**src/rtl/led_pattern_ctrl.sv**
```systemverilog
// led_pattern_ctrl: prescaled four-mode LED pattern engine with button-driven mode/colour routing.
// Optional debounce stage enabled by defining LED_PAT_DEBOUNCE_EN.
module led_pattern_ctrl #(
  parameter int          NB_LEDS     = 4,
  parameter int          NB_COUNTER  = 32,
  parameter int          NB_SPEED    = 3,
  parameter int unsigned BASE_PERIOD = 2**20,
  parameter int          NB_COLORS   = 3,
  parameter int          DB_CYCLES   = 16,
  localparam int         CW          = (NB_COLORS > 1) ? $clog2(NB_COLORS) : 1
) (
  input  logic                          clock,
  input  logic                          i_reset,
  input  logic [NB_COLORS:0]            i_btn,
  input  logic [NB_SPEED-1:0]           i_speed,
  input  logic                          i_reverse,
  output logic [NB_COLORS*NB_LEDS-1:0]  o_led_rgb,
  output logic                          o_tick,
  output logic [1:0]                    o_mode,
  output logic [CW-1:0]                 o_color
);
  typedef enum logic [1:0] {FLASH, SHIFT, SHIFT2, PINGPONG} mode_t;
  localparam int LW = NB_COUNTER + 32 + 2**NB_SPEED;
  logic [NB_COLORS:0]    btn_s1_q, btn_s2_q, btn_prev_q, btn_db, btn_edge;
  logic [NB_COUNTER-1:0] cnt_q, cnt_d;
  logic                  tick_q, tick_d, dir_q, dir_d, hit, mode_ev;
  mode_t                 mode_q, mode_d;
  logic [NB_LEDS-1:0]    pat_q, pat_d;
  logic [CW-1:0]         color_q, color_d, col_sel;
  logic [NB_COLORS-1:0]  col_ev;
  logic [LW-1:0]         lim_raw, lim_w;
  always_ff @(posedge clock or negedge i_reset)
    if (!i_reset) begin
      btn_s1_q   <= '0;
      btn_s2_q   <= '0;
      btn_prev_q <= '0;
    end else begin
      btn_s1_q   <= i_btn;
      btn_s2_q   <= btn_s1_q;
      btn_prev_q <= btn_db;
    end
`ifdef LED_PAT_DEBOUNCE_EN
  localparam int DBW = $clog2(DB_CYCLES + 1);
  logic [NB_COLORS:0][DBW-1:0] db_cnt_q;
  logic [NB_COLORS:0]          btn_db_q;
  // Any cycle where synced equals debounced restarts the stability count
  always_ff @(posedge clock or negedge i_reset)
    if (!i_reset) begin
      db_cnt_q <= '0;
      btn_db_q <= '0;
    end else begin
      for (int b = 0; b <= NB_COLORS; b++)
        if (btn_s2_q[b] != btn_db_q[b]) begin
          if (db_cnt_q[b] == DBW'(DB_CYCLES - 1)) begin
            btn_db_q[b] <= btn_s2_q[b];
            db_cnt_q[b] <= '0;
          end else db_cnt_q[b] <= db_cnt_q[b] + 1'b1;
        end else db_cnt_q[b] <= '0;
    end
  assign btn_db = btn_db_q;
`else
  assign btn_db = btn_s2_q;
`endif
  assign btn_edge = btn_db & ~btn_prev_q;
  assign mode_ev  = btn_edge[0];
  assign col_ev   = btn_edge[NB_COLORS:1];
  // Limit computed wide so the shift never overflows before saturation
  assign lim_raw = LW'(BASE_PERIOD) << i_speed;
  assign lim_w   = (lim_raw > LW'({NB_COUNTER{1'b1}})) ? LW'({NB_COUNTER{1'b1}}) : lim_raw;
  assign hit     = (LW'(cnt_q) + LW'(1)) >= lim_w;
  always_comb begin
    cnt_d   = (mode_ev | hit) ? '0 : cnt_q + 1'b1;
    tick_d  = hit & ~mode_ev;
    mode_d  = mode_ev ? mode_t'(mode_q + 2'd1) : mode_q;
    pat_d   = pat_q;
    dir_d   = dir_q;
    col_sel = '0;
    for (int i = 0; i < NB_COLORS; i++)
      if (col_ev[i]) col_sel = CW'(i);
    color_d = $onehot(col_ev) ? col_sel : color_q;
    if (mode_ev) begin
      pat_d = (mode_d == FLASH) ? '0 : (mode_d == SHIFT2) ? NB_LEDS'(3) : NB_LEDS'(1);
      dir_d = 1'b0;
    end else if (hit)
      case (mode_q)
        FLASH:    pat_d = ~pat_q;
        PINGPONG: begin
          pat_d = dir_q ? pat_q >> 1 : pat_q << 1;
          dir_d = dir_q ? ~pat_q[1] : pat_q[NB_LEDS-2];
        end
        default:  pat_d = i_reverse ? {pat_q[0], pat_q[NB_LEDS-1:1]} : {pat_q[NB_LEDS-2:0], pat_q[NB_LEDS-1]};
      endcase
  end
  always_ff @(posedge clock or negedge i_reset)
    if (!i_reset) begin
      cnt_q   <= '0;
      tick_q  <= 1'b0;
      mode_q  <= FLASH;
      pat_q   <= '0;
      dir_q   <= 1'b0;
      color_q <= '0;
    end else begin
      cnt_q   <= cnt_d;
      tick_q  <= tick_d;
      mode_q  <= mode_d;
      pat_q   <= pat_d;
      dir_q   <= dir_d;
      color_q <= color_d;
    end
  for (genvar c = 0; c < NB_COLORS; c++) begin : g_ch
    assign o_led_rgb[c*NB_LEDS +: NB_LEDS] = (color_q == CW'(c)) ? pat_q : '0;
  end
  assign o_tick  = tick_q;
  assign o_mode  = mode_q;
  assign o_color = color_q;
endmodule
```
**config.mk**
```make
export PLATFORM = sky130hd
export DESIGN_NAME = led_pattern_ctrl
export DESIGN_NICKNAME = d
export VERILOG_FILES = /design/src/rtl/led_pattern_ctrl.sv
export SDC_FILE = /design/constraint.sdc
export NUM_CORES = 1
export LEC_CHECK = 0
export CORE_MARGIN = 4
export CORE_UTILIZATION = 59
export CTS_BUF_LIST = sky130_fd_sc_hd__clkbuf_8
export CTS_CLUSTER_SIZE = 40
export DETAILED_ROUTE_END_ITERATION = 16
export PLACE_DENSITY = 0.85
export SYNTH_ARGS = -nofsm -noshare
export SYNTH_HDL_FRONTEND = slang
export SYNTH_SLANG_ARGS = --single-unit
```
**constraint.sdc**
```tcl
create_clock -name clock -period 2.9 [get_ports clock]
set_input_delay 0.58 -clock clock [delete_from_list [all_inputs] [get_ports clock]]
set_output_delay 0.58 -clock clock [all_outputs]
set_load 0.01 [all_outputs]
```
Word level (Yosys, flattened, before mapping)
Cells that the tools add are included.

cells by class
  add/subtract/negate cells = 5
  $lt $le $gt $ge = 2
  equal/unequal tests = 5
  shift-type cells = 1
  muxes and demuxes = 19
  bitwise logic cells = 7
  reductions and logical operators = 6

operators with widths
  operator               count
  $ge 33x72->1           1
  $gt 72x32->1 const B   1
  $mux 72                1
  $shl 21x3->72 const A  1
  $add 32x1->33 const B  1
  $add 32x1->32 const B  1
  $mux 32                1
  $mux 4                 7
  $mux 2                 4
  $not 4->4              2
  $pmux 4 s2             1
  $eq 2x2->1 const B     3
  $logic_not 2->1        3
  $mux 1                 5
  $and 4x4->4            1
  $eq 2x1->1 const B     2
  $reduce_bool 2->1      2
  $add 1x1->2            1
  $add 2x1->2            1
  $add 2x1->2 const B    1
  $not 1->1              2
  $reduce_and 2->1       1
  $and 1x1->1            1
  $or 1x1->1             1

word-level totals
  flip-flop bits (word level) = 54
  input port bits = 10
  word-level logic and storage cells = 54

Depth between registers and ports, before layout
Gate-level depths: netlist (run 1).

  depth in word-level cells = 7
  depth in mapped cells = 14

Least setup slack after synthesis (run 1)
OpenSTA, ideal clock, no wires.

  kind = register to register
  start point = reg cnt_q[4]
  end point = reg cnt_q[10]
  arrival = 2568 ps
  required time = 2829 ps
  setup slack = 261 ps
  stages on the path, launching flop included = 14
  buffers on the path = 1
  cells stage by stage = dfrtp_1 -> nand4_4 -> nor3_1 -> nand3_1 -> nor2_1 -> xor2_1 -> ha_1 -> a21oi_1 -> o21ai_0 -> a21oi_1 -> o21a_4 -> nand3_4 -> buf_6 -> nor2_1

between the ends
  cells in the longest elaborated chain, start to end = 4

ends and longest elaborated chain
  what                    RTL line  source
  from (decl)             25        logic [NB_COUNTER-1:0] cnt_q, cnt_d;
  from (signal assigned)  103       cnt_q <= cnt_d;
  $add 32x1->33           70        assign hit = (LW'(cnt_q) + LW'(1)) >= lim_w;
  $ge 33x72->1            70
  $or 1x1->1              72        cnt_d = (mode_ev | hit) ? '0 : cnt_q + 1'b1;
  $mux 32 *               72
  net cnt_d[10]           25

The timed path passes the listed nets; every way through them passes the cells marked *.
A chain may end at the register's enable or synchronous reset.

Worst setup path in the final report (run 1)
  start point = reg cnt_q[14]
  end point = reg cnt_q[5]

between the ends
  cells in the longest elaborated chain, start to end = 4

ends and longest elaborated chain
  what           RTL line
  $add 32x1->33  70
  $ge 33x72->1   70
  $or 1x1->1     72
  $mux 32        72
  net cnt_d[5]   25

The timed path passes the listed nets, and every way through them passes these cells.

==> results list, run 1 <==
* Clock-pin slew reported for the worst setup and hold paths after clock tree synthesis: 0.09 ns
- The Yosys step of the flow raised 0 warnings.
- Commonest cells after routing, fill and taps aside: dfrtp_1 (51), buf_4 (38), nor2_1 (32)
- The number of antenna violations at the first check in global routing came to 0.
* Number of different library cells in the post-synthesis netlist: 48
- Static timing analysis puts the maximum clock frequency at 0.346 GHz.
- Initial Util: 61.2%
- Worst Path Max Fanout: 28
- Input and output buffers added on the ports amount to 26.
- Walking the worst path, the cells encountered are nand4_1 > nor3_4 > and2_4 > nand2_1 > xnor2_2 > ha_4 > a21oi_2 > o21ai_2 > a21oi_2 > o21a_4 > nand3_4 > buf_12 > nor2_1.
* Worst endpoint data arrival time: 3.12 ns
- Final Instance Area: 3750 sq um
- In this run the worst setup path begins at cnt_q[14].
- The via count of the first global-routing pass was 2422.
- The cell family contributing the most delay on the critical path is simple AND/OR/NAND/NOR gates.
* Leak Pwr: 1.65 nW
- Wirelength, routed: 6850 um
- Clock latency on the worst-skew pair, taken at its later pin, is 0.31 ns.
- Drt first-iter violations: 210
* Number of hold buffers added after cts: 0
- Total number of clock tree sinks: 54
* Time the final worst path needs with I/O delays and setup: 2.89 ns
- Largest net degree at the start of global routing: 29
- Following the worst setup path forward leads to its endpoint at cnt_q[5].
- Power per unit of standard cell area: 536 nW/um^2
* Critical Path Start Type: flop
- The final count of pins violating max slew was 0.
- Worst slew pin tran: 0.642 ns
- The number of antenna diodes in the final layout is 0.
- CTS buffer count: 5
- Overall overflow remaining after global route: 0
- The first TritonRoute pass finished after 4 iterations.
* Smallest hold slack: 0.196 ns
- In the final routed layout, each cell accounts on average for 16.0 um.
* CP Depth: 13
* Average vias per placed instance: 5.60
* Number of remaining DRC errors: 0
- The library cell used most frequently in the layout, excluding fill and tap cells, is dfrtp_1.
* Longest Clk Path Bufs: 2
- In this run the critical register-to-register path is launched from cnt_q[14].
- Measured in cells, the most critical reg-to-reg path has a length of 13.
* Flop2flop setup slack: 0.01 ns
- Number of max-cap violations: 0
* Max-slew headroom at the worst pin: 57.1%
- Global routing consumed, over all layers together, 21.8% of the routing resources.
- The worst setup path is captured at a flop.
* Cell count after synthesis: 290
* Number of levels in the clock H-tree: 2
- The clock arrives with 0.00986 ns of skew.
- Sequential area share after synthesis: 46.4%
- The final count of hold timing violations is 0.
* Max incr delay on CP: 0.41 ns
- Fraction of the cycle the final worst path needs: 99.6%
- Measured along the x axis, the die boundary spans 78.2 um.
* Core box area: 4750 sq um
- TritonCTS built the clock tree.
- Overall die height: 78.2 um
* Count of boundary I/O pins: 27
- The floorplan has 25 rows.
* Dpl cell area: 3410 sq um
* Master of the slowest instance on the critical path: dfrtp_1
* Worst min path class: input pin to async pin
- Run status: finished clean
* Max rail drop VDD: 0.411 mV
- After the last flow step, the layout net total stands at 382.
- Counting stages on the worst path, the most repeated cell is a21oi_2.
- The die covers 6120 sq um.
* Average cell area after synthesis: 10.0 sq um
* Number of failing setup endpoints in the final timing report: 0
- The routed layout has 2391 vias.
- Cell Area, Synth: 2910 sq um
* Crit path required time: 3.13 ns
- The tree is rooted in a clkbuf_8.
- Crit path kind: flop to flop
* Number of nets with antenna violations after routing: 0
* Global placement routability congestion: 0.827
* Endpoint of the worst-slack reg-to-reg timing path: cnt_q[5]
- Global-route wire length before repair: 10700 um
- Synthesized flop and latch total: 54
- Utilization after layout: 79.0%
* HPWL reported at the end of detailed placement: 4340 um
- Of the cells placed in the final design, the portion with a size suffix greater than 1 is 22.8%.
- The area growth from synthesis to layout is 29.0%.
- Overall power after layout: 2.01 mW
- The number of buffers and inverters on the critical path is 1.
-- what timing repair did --
item	4_1_cts	5_1_grt
buffers inserted	4	12
endpoints found under the hold margin	0	0
gates cloned	0	0
pin swaps	2	16
gates resized for setup	4	25
setup endpoints to repair	33	34
-- power by group --
| group | internal, mW | switching [mW] |
|---|---|---|
| sequential | 0.819 | 0.0907 |
| clock | 0.254 | 0.246 |
| combinational | 0.303 | 0.298 |
-- state kept, by name, summed over array words and instances (netlist names) --
name and count:
dir_q 1, o_mode 2, o_tick 1, btn_s1_q 4
cnt_q 32, btn_prev_q 4, o_color 2, btn_db 4
pat_q 4
-- cells in the mapped netlist, drive strengths merged --
cell | number | area share [%]
nor3b | 1 | 0.26
a311oi | 1 | 0.30
o41ai | 1 | 0.30
a31oi | 3 | 0.64
and3 | 5 | 1.1
nand3b | 4 | 1.0
o21ai | 12 | 2.1
a22oi | 1 | 0.26
nand2b | 4 | 0.86
a221oi | 2 | 0.60
or3b | 1 | 0.30
nand4 | 13 | 3.5
dfrtp | 54 | 46
xor2 | 12 | 3.6
nor2 | 35 | 4.6
inv | 9 | 1.2
conb | 1 | 0.13
nor2b | 13 | 2.8
or3 | 1 | 0.22
fa | 1 | 0.69
buf | 3 | 0.95
nand3 | 16 | 3.2
ha | 12 | 5.2
nor4 | 2 | 0.64
o21a | 1 | 0.52
mux2 | 2 | 0.90
a31o | 1 | 0.30
and4 | 3 | 0.90
a21oi | 8 | 1.4
and2 | 10 | 2.1
nand2 | 19 | 2.5
xnor2 | 15 | 4.5
clkbuf | 3 | 0.39
a21boi | 1 | 0.26
mux2i | 5 | 1.7
nor3 | 12 | 3.0
a211oi | 2 | 0.52
o31ai | 1 | 0.26
-- how the worst min path moves through the flow --
stage	endpoint	slack, ns	cells after the start
2_1_floorplan	btn_db[0]	0.28	0
3_3_place_gp	btn_db[1]	0.33	0
3_5_place_dp	btn_db[2]	0.34	0
4_1_cts	btn_db[3]	0.20	1
5_1_grt	btn_prev_q[3]	0.22	1
6_report	cnt_q[3]	0.20	1
-- cells by family after synthesis --
family	synth area share [%]
xor+xnor	8.13
buf+inv	2.49
flops	46.4
mux	2.62
simple gates	27.0
fa+ha+maj	5.85
compound gates	7.39
other cells	0.129
-- layer usage --
layer | vias up | global-route usage (%) | routed length [um]
met5 | - | 0 | 0
li1 | 1136 | - | -
met3 | 14 | 3.21 | 231
met4 | 0 | 7.34 | 160
met2 | 62 | 40.5 | 3610
met1 | 1179 | 25.6 | 2850
-- cell type report --
type,count,area (sq um)
clock inverters,3,41.3
flip-flops and latches,54,1360
fillers,311,1000
inverters,9,33.8
multi-input cells,224,1610
well taps,67,83.8
repair buffers,65,561
clock buffers,5,68.8
-- per-stage QoR --
| step | cells | worst slack [ns] | setup TNS [ns] |
|---|---|---|---|
| floorplan | 293 | 0.261 | 0 |
| global placement | 403 | 0.0551 | 0 |
| detailed placement | 403 | -0.0539 | -0.432 |
| CTS | 415 | 0.00687 | 0 |
| global route | 427 | -0.0804 | -0.927 |
| finish | 427 | 0.0124 | 0 |
No activity file was read; power rests on OpenSTA's default activity.
==> run 2, diff against run 1 <==
--- a/config.mk
+++ b/config.mk
@@ -5,12 +5,15 @@
 export SDC_FILE = /design/constraint.sdc
 export NUM_CORES = 1
 export LEC_CHECK = 0
+export CELL_PAD_IN_SITES_DETAIL_PLACEMENT = 0
+export CELL_PAD_IN_SITES_GLOBAL_PLACEMENT = 1
 export CORE_MARGIN = 4
-export CORE_UTILIZATION = 59
+export CORE_UTILIZATION = 47
 export CTS_BUF_LIST = sky130_fd_sc_hd__clkbuf_8
 export CTS_CLUSTER_SIZE = 40
 export DETAILED_ROUTE_END_ITERATION = 16
-export PLACE_DENSITY = 0.85
+export HOLD_SLACK_MARGIN = 0.1
+export PLACE_DENSITY = 0.86
 export SYNTH_ARGS = -nofsm -noshare
 export SYNTH_HDL_FRONTEND = slang
 export SYNTH_SLANG_ARGS = --single-unit
==> run 2 against run 1 <==
  * Hold slack improved by 0.095 ns
  * Register-to-register slack about the same
  * Design area is 3.7% higher
  * Combinational power up 1%
  * Via count decreased by 2.4%
  * Sequential share of layout area fell by 1.4 points
  * Clock power is 14% lower
  * Non-clock buffer count grew 8
  * Clock-buffer cell count stayed put
  * Highest routed layer unchanged
==> results list, run 2 (synthesized netlist as in run 1, its figures left out) <==
* Run status: finished clean
- Number of failing setup endpoints in the final timing report: 0
* Count of vias placed by the detailed router: 2333
* Number of antenna violations at the first check in global routing: 0
* Global placement routability congestion: 0.772
- Headroom to the max-slew limit came out at 55.9%.
- Register with the highest flop count: cnt_q
- In this run the vertical extent of the chip is 86.7 um.
- In this run the worst setup path begins at cnt_q[8].
- Summed over all nets, the switching power comes to 647 uW.
* Sequential share of power: 46.8%
- After detailed routing, the number of remaining DRC violations is 0.
- TritonCTS built the clock tree.
- Max reg flops: 32
* Number of max-cap violations: 0
* Total number of clock tree sinks: 54
- Synth-to-Final Area Change: 33.7%
- The number of hold buffers added after CTS was 0.
- Area used by multi-input combinational logic: 1650 sq um
- Total number of nets in the final design: 390
- Fin. Hold Viols: 0
- After the first detailed-routing iteration, the DRC count stood at 130.
- Worst slew pin tran: 0.662 ns
- Final Instance Area: 3890 sq um
- The first global-routing pass estimated 10400 um of wire.
- Timing analysis after detailed placement gives a worst setup slack of -0.0634 ns.
- Registers take 1350 sq um.
- The clock network is responsible for 22.0% of the overall power.
* Utilization after layout: 65.4%
- Setup WS post-layout: 0.0268 ns
- By startpoint and endpoint, the worst setup path is classified as flop to flop.
* Switching Share: 33.2%
* Longest Clk Path Bufs: 2
- Clk_lat worst skew: 0.31 ns
- Smallest hold slack: 0.291 ns
- HPWL reported at the end of detailed placement: 4410 um
- Number of filler cells placed in the layout: 475
* Overall global routing resource usage: 17.0%
- For this run the aggregate overflow at the end of global routing stands at 0.
* Dpl cell area: 3530 sq um
- Wires add up to 6300 um.
* Worst endpoint data arrival time: 3.12 ns
- RSZ-0062 raised after global routing: true
- Cells with a size suffix above 1 make up 26.4% of the layout.
* Worst Path Max Fanout: 7
- Port buffering added 26 buffers.
* Relative contribution of combinational cells to total power: 31.2%
* Crit path required time: 3.14 ns
* Crit. End Element: flop
* CTS buffer count: 5
- The worst path in the final design needs a cycle of 2.87 ns, including I/O delays and setup.
- Cell internal power was estimated by the tool at 1.30 mW.
- Average vias per placed instance: 5.27
- The tree is rooted in a clkbuf_8.
- Dividing the detail-routed wire length by the instance count gives 14.2 um.
- Critical Path Start Type: flop
- For the final database, setup skew stands at 0.0140 ns.
- Once detail routing completed, the nets flagged for antenna violations numbered 0.
* Worst min path class: input pin to async pin
* Power per unit of standard cell area: 501 nW/um^2
* Most common library cell in the layout ignoring fill and taps: dfrtp_1
- Crit Reg-Reg Startpoint: cnt_q[8]
- Number of diodes: 0
- Core box area: 5960 sq um
- The die covers 7520 sq um.
- Leak Pwr: 1.67 nW
- In the layout the commonest cells are dfrtp_1 (54), buf_4 (42), clkdlybuf4s50_1 (25).
- VDD sags by at most 0.535 mV.
- After clock tree synthesis, the clock-pin slew on the worst setup and hold paths is 0.10 ns.
* Count of boundary I/O pins: 27
* Fraction of the cycle the final worst path needs: 99.1%
- Std-Cell Rows: 28
* Number of global-route vias before repair: 2206
- Max Fclk: 0.348 GHz
* Initial Util: 48.9%
- Before antenna repair, the detailed router went through 4 iterations.
- Summing internal, switching and leakage power gives 1.95 mW.
- Final-report max-slew violation count: 0
- The H-tree was split into 2 levels.
* Largest net degree at the start of global routing: 30
- From left edge to right edge, the die measures 86.7 um.
[run 2: power groups by stage]
| stage | logic, mW | clock network [mW] | registers (mW) |
|---|---|---|---|
| 5_1_grt | 0.696 | 0.480 | 0.930 |
| 2_1_floorplan | 0.361 | 0 | 0.908 |
| 6_report | 0.609 | 0.429 | 0.912 |
| 4_1_cts | 0.601 | 0.443 | 0.912 |
| 3_3_place_gp | 0.591 | 0 | 0.924 |
| 3_5_place_dp | 0.599 | 0 | 0.927 |
[run 2: routing by layer]
layer | wire length [um] | track usage (%) | vias to the layer above
li1 | - | - | 1161
met1 | 2760 | 23.7 | 1117
met2 | 3220 | 28.5 | 48
met3 | 272 | 2.85 | 7
met4 | 51 | 2.55 | 0
met5 | 0 | 0 | -
[run 2: layout make-up]
type / count / share of cell area (%)
Inverter: 9 / 0.868
Sequential cell: 54 / 34.7
Tap cell: 75 / 2.41
Clock inverter: 3 / 0.611
Clock buffer: 5 / 1.77
Timing Repair Buffer: 73 / 17.3
Multi-Input combinational cell: 224 / 42.4
[run 2: critical path, cell delays in order (launching register included)]
cell and delay, ns:
dfrtp_1 0.37, nand4_1 0.21, buf_4 0.22, nor3_4 0.14, nand3_2 0.14, nor3_2 0.20
xor2_1 0.29, ha_1 0.30, nand2_2 0.09, o21ai_2 0.07, a21oi_2 0.14, o21a_4 0.16
nand3_4 0.14, clkbuf_16 0.23, nor2_4 0.11
[run 2: through the flow]
| stage | setup TNS, ns | cells |
|---|---|---|
| final | 0 | 443 |
| after CTS | 0 | 432 |
| after global routing | -2.83 | 443 |
| after global placement | 0 | 424 |
| after detailed placement | -0.871 | 424 |
| after floorplan | 0 | 293 |
[run 2: final timing paths]
| kind | end | slack [ns] | cells past startpoint |
|---|---|---|---|
| min in group clock | btn_db[3] | 0.37 | 0 |
| min | o_color[1] | 0.29 | 1 |
| max in group asynchronous | cnt_q[23] | 2.02 | 2 |
| max | cnt_q[6] | 0.03 | 14 |
| min reg2reg | btn_db[3] | 0.37 | 0 |
| max reg2reg | cnt_q[6] | 0.03 | 14 |
[run 2: timing repair]
action                     4_1_cts  5_1_grt
hold endpoints to repair         0        0
gates cloned                     0        3
setup endpoints to repair       33       34
resized for setup                1       41
setup buffers                    0        8
pin swaps                        0       14
==> run 3, diff against run 2 <==
==> config.mk (replaced) <==
export PLATFORM = sky130hd
export DESIGN_NAME = led_pattern_ctrl
export DESIGN_NICKNAME = d
export VERILOG_FILES = /design/src/rtl/led_pattern_ctrl.sv
export SDC_FILE = /design/constraint.sdc
export NUM_CORES = 1
export LEC_CHECK = 0
export CORE_MARGIN = 4
export CORE_UTILIZATION = 59
export CTS_BUF_LIST = sky130_fd_sc_hd__clkbuf_8
export CTS_CLUSTER_SIZE = 40
export DETAILED_ROUTE_END_ITERATION = 16
export HOLD_SLACK_MARGIN = 0.1
export PLACE_DENSITY = 0.85
export SYNTH_ARGS = -nofsm -noshare
export SYNTH_HDL_FRONTEND = slang
export SYNTH_SLANG_ARGS = --single-unit
==> results of run 3 <==
The final DEF is identical to that of run 1; final timing and power are the same.
